[src/rtl/hilo_mult_unit_if.sv]
// EX-stage bus between the pipeline and the HI/LO multiply unit.
// Carries the request, operands, flush, and all status/result returns.
interface hilo_mult_unit_if #(
    parameter int WIDTH = 32
);
    logic             valid_i;
    logic [3:0]       alu_ctrl_i;
    logic [WIDTH-1:0] a_i;
    logic [WIDTH-1:0] b_i;
    logic             flush_i;
    logic             stall_o;
    logic             busy_o;
    logic [WIDTH-1:0] result_o;
    logic             result_valid_o;
    logic [WIDTH-1:0] hi_o;
    logic [WIDTH-1:0] lo_o;

    modport master (
        output valid_i, alu_ctrl_i, a_i, b_i, flush_i,
        input  stall_o, busy_o, result_o, result_valid_o, hi_o, lo_o
    );

    modport slave (
        input  valid_i, alu_ctrl_i, a_i, b_i, flush_i,
        output stall_o, busy_o, result_o, result_valid_o, hi_o, lo_o
    );
endinterface

[src/rtl/hilo_mult_unit.sv]
// Multi-cycle signed multiplier with HI/LO registers and MFHI/MFLO reads.
// Magnitudes are multiplied by radix-2 shift-add; sign is applied in FIX.
module hilo_mult_unit #(
    parameter int         WIDTH     = 32,
    parameter logic [3:0] CODE_MULT = 4'd8,
    parameter logic [3:0] CODE_MFLO = 4'd9,
    parameter logic [3:0] CODE_MFHI = 4'd10
) (
    input logic             clk,
    input logic             rst_n,
    hilo_mult_unit_if.slave bus
);
    localparam int CW = $clog2(WIDTH + 1);

    typedef enum logic [1:0] {IDLE, RUN, FIX} state_t;

    state_t             state_q;
    logic [WIDTH-1:0]   hi_q;
    logic [WIDTH-1:0]   lo_q;
    logic [WIDTH-1:0]   result_q;
    logic               rvalid_q;
    logic               busy_q;
    logic [2*WIDTH-1:0] acc_q;
    logic [WIDTH-1:0]   mcand_q;
    logic [WIDTH-1:0]   mplier_q;
    logic [CW-1:0]      cnt_q;
    logic               sign_q;

    logic               req_mult;
    logic               req_mfhi;
    logic               req_mflo;
    logic [WIDTH-1:0]   a_mag;
    logic [WIDTH-1:0]   b_mag;
    logic [WIDTH:0]     sum_d;
    logic [2*WIDTH-1:0] acc_d;
    logic [2*WIDTH-1:0] prod_d;

    // Request decode, operand magnitudes, one shift-add step, signed product
    always_comb begin
        req_mult = bus.valid_i && (bus.alu_ctrl_i == CODE_MULT) && !bus.flush_i;
        req_mfhi = bus.valid_i && (bus.alu_ctrl_i == CODE_MFHI) && !bus.flush_i;
        req_mflo = bus.valid_i && (bus.alu_ctrl_i == CODE_MFLO) && !bus.flush_i;
        a_mag    = bus.a_i[WIDTH-1] ? -bus.a_i : bus.a_i;
        b_mag    = bus.b_i[WIDTH-1] ? -bus.b_i : bus.b_i;
        sum_d    = {1'b0, acc_q[2*WIDTH-1:WIDTH]}
                 + {1'b0, (mplier_q[0] ? mcand_q : '0)};
        acc_d    = {sum_d, acc_q[WIDTH-1:1]};
        prod_d   = sign_q ? -acc_q : acc_q;
    end

    assign bus.stall_o        = busy_q && (req_mult || req_mfhi || req_mflo);
    assign bus.busy_o         = busy_q;
    assign bus.result_o       = result_q;
    assign bus.result_valid_o = rvalid_q;
    assign bus.hi_o           = hi_q;
    assign bus.lo_o           = lo_q;

    // Control FSM with datapath registers; reads are served only in IDLE
    always_ff @(posedge clk or negedge rst_n) begin
        if (!rst_n) begin
            state_q  <= IDLE;
            hi_q     <= '0;
            lo_q     <= '0;
            result_q <= '0;
            rvalid_q <= 1'b0;
            busy_q   <= 1'b0;
            acc_q    <= '0;
            mcand_q  <= '0;
            mplier_q <= '0;
            cnt_q    <= '0;
            sign_q   <= 1'b0;
        end else begin
            rvalid_q <= 1'b0;
            unique case (state_q)
                IDLE: begin
                    if (req_mult) begin
                        mcand_q  <= a_mag;
                        mplier_q <= b_mag;
                        sign_q   <= bus.a_i[WIDTH-1] ^ bus.b_i[WIDTH-1];
                        acc_q    <= '0;
                        cnt_q    <= CW'(WIDTH);
                        state_q  <= RUN;
                        busy_q   <= 1'b1;
                    end else if (req_mfhi) begin
                        result_q <= hi_q;
                        rvalid_q <= 1'b1;
                    end else if (req_mflo) begin
                        result_q <= lo_q;
                        rvalid_q <= 1'b1;
                    end
                end
                RUN: begin
                    if (bus.flush_i) begin
                        state_q <= IDLE;
                        busy_q  <= 1'b0;
                    end else begin
                        acc_q    <= acc_d;
                        mplier_q <= mplier_q >> 1;
                        cnt_q    <= cnt_q - 1'b1;
                        if (cnt_q == CW'(1)) begin
                            state_q <= FIX;
                        end
                    end
                end
                FIX: begin
                    hi_q    <= prod_d[2*WIDTH-1:WIDTH];
                    lo_q    <= prod_d[WIDTH-1:0];
                    state_q <= IDLE;
                    busy_q  <= 1'b0;
                end
                default: begin
                    state_q <= IDLE;
                    busy_q  <= 1'b0;
                end
            endcase
        end
    end
endmodule

[src/flat_wrapper.sv]
// flat-port wrapper written by rule: the top's interface ports become plain ports
module hilo_mult_unit_flat 
#(
    parameter int         WIDTH     = 32,
    parameter logic [3:0] CODE_MULT = 4'd8,
    parameter logic [3:0] CODE_MFLO = 4'd9,
    parameter logic [3:0] CODE_MFHI = 4'd10
)
  (clk, rst_n, bus_valid_i, bus_alu_ctrl_i, bus_a_i, bus_b_i, bus_flush_i, bus_stall_o, bus_busy_o, bus_result_o, bus_result_valid_o, bus_hi_o, bus_lo_o);
  hilo_mult_unit_if #(.WIDTH(WIDTH)) bus_i ();
  input logic clk;
  input logic rst_n;
  input wire logic [$bits(bus_i.valid_i)-1:0] bus_valid_i;
  input wire logic [$bits(bus_i.alu_ctrl_i)-1:0] bus_alu_ctrl_i;
  input wire logic [$bits(bus_i.a_i)-1:0] bus_a_i;
  input wire logic [$bits(bus_i.b_i)-1:0] bus_b_i;
  input wire logic [$bits(bus_i.flush_i)-1:0] bus_flush_i;
  output wire logic [$bits(bus_i.stall_o)-1:0] bus_stall_o;
  output wire logic [$bits(bus_i.busy_o)-1:0] bus_busy_o;
  output wire logic [$bits(bus_i.result_o)-1:0] bus_result_o;
  output wire logic [$bits(bus_i.result_valid_o)-1:0] bus_result_valid_o;
  output wire logic [$bits(bus_i.hi_o)-1:0] bus_hi_o;
  output wire logic [$bits(bus_i.lo_o)-1:0] bus_lo_o;
  assign bus_i.valid_i = bus_valid_i;
  assign bus_i.alu_ctrl_i = bus_alu_ctrl_i;
  assign bus_i.a_i = bus_a_i;
  assign bus_i.b_i = bus_b_i;
  assign bus_i.flush_i = bus_flush_i;
  assign bus_stall_o = bus_i.stall_o;
  assign bus_busy_o = bus_i.busy_o;
  assign bus_result_o = bus_i.result_o;
  assign bus_result_valid_o = bus_i.result_valid_o;
  assign bus_hi_o = bus_i.hi_o;
  assign bus_lo_o = bus_i.lo_o;
  hilo_mult_unit #(.WIDTH(WIDTH), .CODE_MULT(CODE_MULT), .CODE_MFLO(CODE_MFLO), .CODE_MFHI(CODE_MFHI)) u_core (.clk(clk), .rst_n(rst_n), .bus(bus_i));
endmodule
[config.mk]
export PLATFORM = sky130hd
export DESIGN_NAME = hilo_mult_unit_flat
export DESIGN_NICKNAME = d
export VERILOG_FILES = /design/src/rtl/hilo_mult_unit_if.sv /design/src/rtl/hilo_mult_unit.sv /design/src/flat_wrapper.sv
export SDC_FILE = /design/constraint.sdc
export NUM_CORES = 1
export LEC_CHECK = 0
export BUFFER_PORTS_ARGS = -buffer_cell sky130_fd_sc_hd__buf_4
export CORE_MARGIN = 8
export CORE_UTILIZATION = 59
export CTS_CLUSTER_SIZE = 10
export DETAILED_ROUTE_END_ITERATION = 8
export GPL_TIMING_DRIVEN = 1
export PLACE_DENSITY_LB_ADDON = 0.2
export SLEW_MARGIN = 10
export SYNTH_ARGS = -nofsm -noshare
export SYNTH_HDL_FRONTEND = slang
export SYNTH_SLANG_ARGS = --single-unit
[constraint.sdc]
create_clock -name clk -period 5 [get_ports clk]
set_clock_uncertainty 0.05 [all_clocks]
set_input_delay 1.5 -clock clk [delete_from_list [all_inputs] [get_ports clk]]
set_output_delay 1.5 -clock clk [all_outputs]
set_load 0.1 [all_outputs]
==> results.yml <==
status:
  status: "complete, no violations"
detailed_routing:
  wirelength_mm: 32.7
  vias_per_cell: 5.88
  first_pass_iters: 5
  route.detailed.drc: 0
  vias: 11500
  routedWlPerCell_um: 16.8
  ant_nets: 0
  drt_iter0_drc: 797
setup_path:
  cp.required_ns: 5.33
  crit_arrival_ns: 4.41
  cpMostUsedCell: "or4_4"
  cp_slowest_cell: "or4_1"
  critPathKind: "register to register"
  path_buf_inv: 0
  path_delay_family: "simple AND/OR/NAND/NOR gates"
  r2r_start: "u_core.acc_q[12]"
  start_kind: "register"
  reg2regPathDepth: 9
  crit_path_cell_trace: "or4_4 -> or4_4 -> or4_4 -> or4_1 -> or3_4 -> or4_4 -> nand2_1 -> xor2_1 -> o21ai_0"
  critical_path.endpoint_type: "register"
  cp_max_fo: 7
  reg2reg_slack_ns: 0.92
  reg2reg_to: "u_core.bus.hi_o[26]"
  slowest_delay_ns: 0.62
global_route:
  grt_pass1_vias: 11000
  globalRouteOverflowTotal: 0
  grt.total_usage_pct: 23.2
  antenna_found_initial: 0
  grt_pass1_wl_mm: 55.1
  grt_max_degree: 114
sta:
  tightest_slew_ns: 1.12
  period_share_pct: 81.6
  fin_ws_ns: 0.921
  fmax_mhz: 245
  rsz0062_at_grt: "no"
  tns_ns: 0
  final_hold_viol_count: 0
  fin_crit_ns: 4.08
  hold_slack_ns: 0.420
  drv_slew: 0
  setup_violations: 0
  relSlewSlack_pct: 25.5
cells_and_area:
  drive_above_1_share_pct: 14.5
  synthToLayoutAreaGrowth_pct: 16.0
  fin_cells: 1950
  stdcell_area_um2: 15600
  post-route-util_pct: 69.3
  nNetsFinal: 1772
  antenna_cells: 0
clock_network:
  h-tree-depth: 1
  cts.sinks: 235
  cts_tree: "done"
  clk-insertion-delay-late_ns: 0.52
  cts_max_path_buffers: 3
  clk_pin_slew_worst_paths_ns: 0.06
  hold_buffers: 0
  cts_setup_buffers: 0
  cts_resized: 0
  numCtsBuffers: 27
  root_buffer: "clkbuf_16"
power:
  power_density_nw_per_um2: 313
  pwr-share-seq_pct: 45.0
  pwr-share-comb_pct: 20.6
  intPower_mw: 3.43
  finalPower_mw: 4.88
  swShare_pct: 29.7
  clkPwrFrac_pct: 34.3
  switching_power_mw: 1.45
  ir_worst_vdd_uv: 222
  power.leakage_nw: 7.82
yosys:
  async_flop_share_pct: 100
  ys_seq_elements: 235
  synth_edf_count: 0
  synth_area_um2: 13400
  post_synth.cell_area_avg_um2: 8.72
  synthesis.nets: 1651
  synth_ff_type: "dfrtp_1"
  synthCells: 1541
  yosysUniqueCellTypes: 55
  ys_warn_count: 0
  ys_seq_area_share_pct: 43.7
placement:
  dp_hpwl_mm: 23.9
  pre_cts_slack_ns: 0.667
  dpl.cell_count: 1918
  port_buffers: 170
  post_dp_cell_area_um2: 14900
  gp_congestion: 0.930
hold_path:
  hold_start: "u_core.mcand_q[11]"
  hold_end: "u_core.mcand_q[11]"
  min_path_type: "register to register"
  whs_path_depth: 2
floorplan:
  ios: 171
  die_x_um: 167
  core-area_um2: 22500
  row_count: 55
  die_h_um: 167
  start_util_pct: 59.7
  dieArea_um2: 27900
job:
  maxCapViolCount: 0
[layer usage]
metal | share of wire (%) | track usage (%) | up-vias | wire [um]
met5 | 0 | 0 | - | 0
met4 | 2.7 | 6.97 | 0 | 876
met3 | 6.5 | 4.00 | 77 | 2120
met2 | 44 | 36.4 | 343 | 14500
met1 | 47 | 32.4 | 5426 | 15200
li1 | - | - | 5617 | -
[worst register-to-register path: stages, from the launching register on]
cell and delay (ns):
dfrtp_1 0.43, or4_4 0.56, or4_4 0.54, or4_4 0.54, or4_1 0.62, or3_4 0.40
or4_4 0.43, nand2_1 0.09, xor2_1 0.16, o21ai_0 0.11
[cells in the mapped netlist, types with 2 or more instances]
master / number / area, um^2
a21o_1: 20 / 150
nand3_1: 58 / 290
nor2_1: 52 / 195
clkbuf_1: 76 / 285
nand2_1: 306 / 1150
nand2b_1: 11 / 68.8
dfrtp_1: 235 / 5880
nor2b_1: 6 / 37.5
o41ai_1: 21 / 184
a2111oi_0: 3 / 26.3
nor4_1: 8 / 50.1
xnor2_1: 28 / 245
nor3_1: 11 / 55.1
a211oi_1: 5 / 37.5
nand3b_1: 2 / 15.0
or4_1: 22 / 165
or4_4: 4 / 45.0
o21ai_0: 236 / 1180
nand4_1: 9 / 56.3
or2_2: 9 / 56.3
a31oi_1: 4 / 25.0
ha_1: 37 / 463
or4b_2: 2 / 20.0
or3_2: 2 / 15.0
a21oi_1: 57 / 285
xor2_1: 121 / 1060
o31ai_1: 37 / 278
and2_1: 33 / 206
mux2i_1: 37 / 370
o2111ai_1: 2 / 17.5
o221ai_1: 5 / 43.8
and3_1: 4 / 25.0
buf_1: 12 / 45.0
a32o_1: 3 / 30.0
inv_1: 25 / 93.8
or3_1: 18 / 113
o22ai_1: 2 / 12.5
[cell families after synthesis]
| kind of cell | count (synthesis) | share of synthesized area (%) |
|---|---|---|
| buf+inv | 114 | 3.19 |
| fa+ha+maj | 38 | 3.59 |
| simple gates | 562 | 19.4 |
| mux | 37 | 2.76 |
| xor+xnor | 149 | 9.71 |
| compound gates | 406 | 17.6 |
| flops | 235 | 43.7 |
[power by group through the flow]
stage               sequential [mW]  clock, mW  combinational, mW
finish                         2.20       1.68               1.01
global placement               2.22          0              0.978
floorplan                      2.22          0              0.677
CTS                            2.20       1.71               1.01
detailed placement             2.23          0               1.01
global route                   2.22       1.79               1.13
[state kept, by name (all words and copies together) (netlist names), 2 cells and up]
| register | count |
|---|---|
| u_core.acc_q | 64 |
| u_core.bus.hi_o | 32 |
| u_core.bus.lo_o | 32 |
| u_core.bus.result_o | 32 |
| u_core.mcand_q | 32 |
| u_core.mplier_q | 32 |
| u_core.cnt_q | 6 |
| u_core.state_q | 2 |
[worst max path at each step]
stage | from | end | slack, ns | cells past startpoint
after global routing | u_core.acc_q[10] | u_core.bus.hi_o[26] | 0.82 | 9
after CTS | u_core.acc_q[12] | u_core.bus.hi_o[26] | 0.91 | 9
after global placement | bus_b_i[14] | u_core.mplier_q[31] | 0.75 | 7
after floorplan | bus_flush_i | bus_stall_o | 0.49 | 3
after detailed placement | bus_b_i[14] | u_core.mplier_q[27] | 0.67 | 9
final | u_core.acc_q[12] | u_core.bus.hi_o[26] | 0.92 | 9
[cell type report]
type / count / area (um^2)
multi-input cells: 1192 / 7170
fillers: 1801 / 6910
flip-flops and latches: 235 / 5880
repair buffers: 181 / 1390
clock buffers: 32 / 704
well taps: 285 / 357
inverters: 25 / 93.8
[layout by cell type (no fill, tap or decap), types with 27 or more instances in the layout]
cell type and count:
a21oi_1 57, and2_1 33, buf_4 178, clkbuf_16 27, dfrtp_1 234, ha_1 37
mux2i_1 37, nand2_1 304, nand3_1 58, nor2_1 51, o21ai_0 236, o31ai_1 37
xnor2_1 28, xor2_1 121
Note: power is estimated with default switching activity, not from simulation.
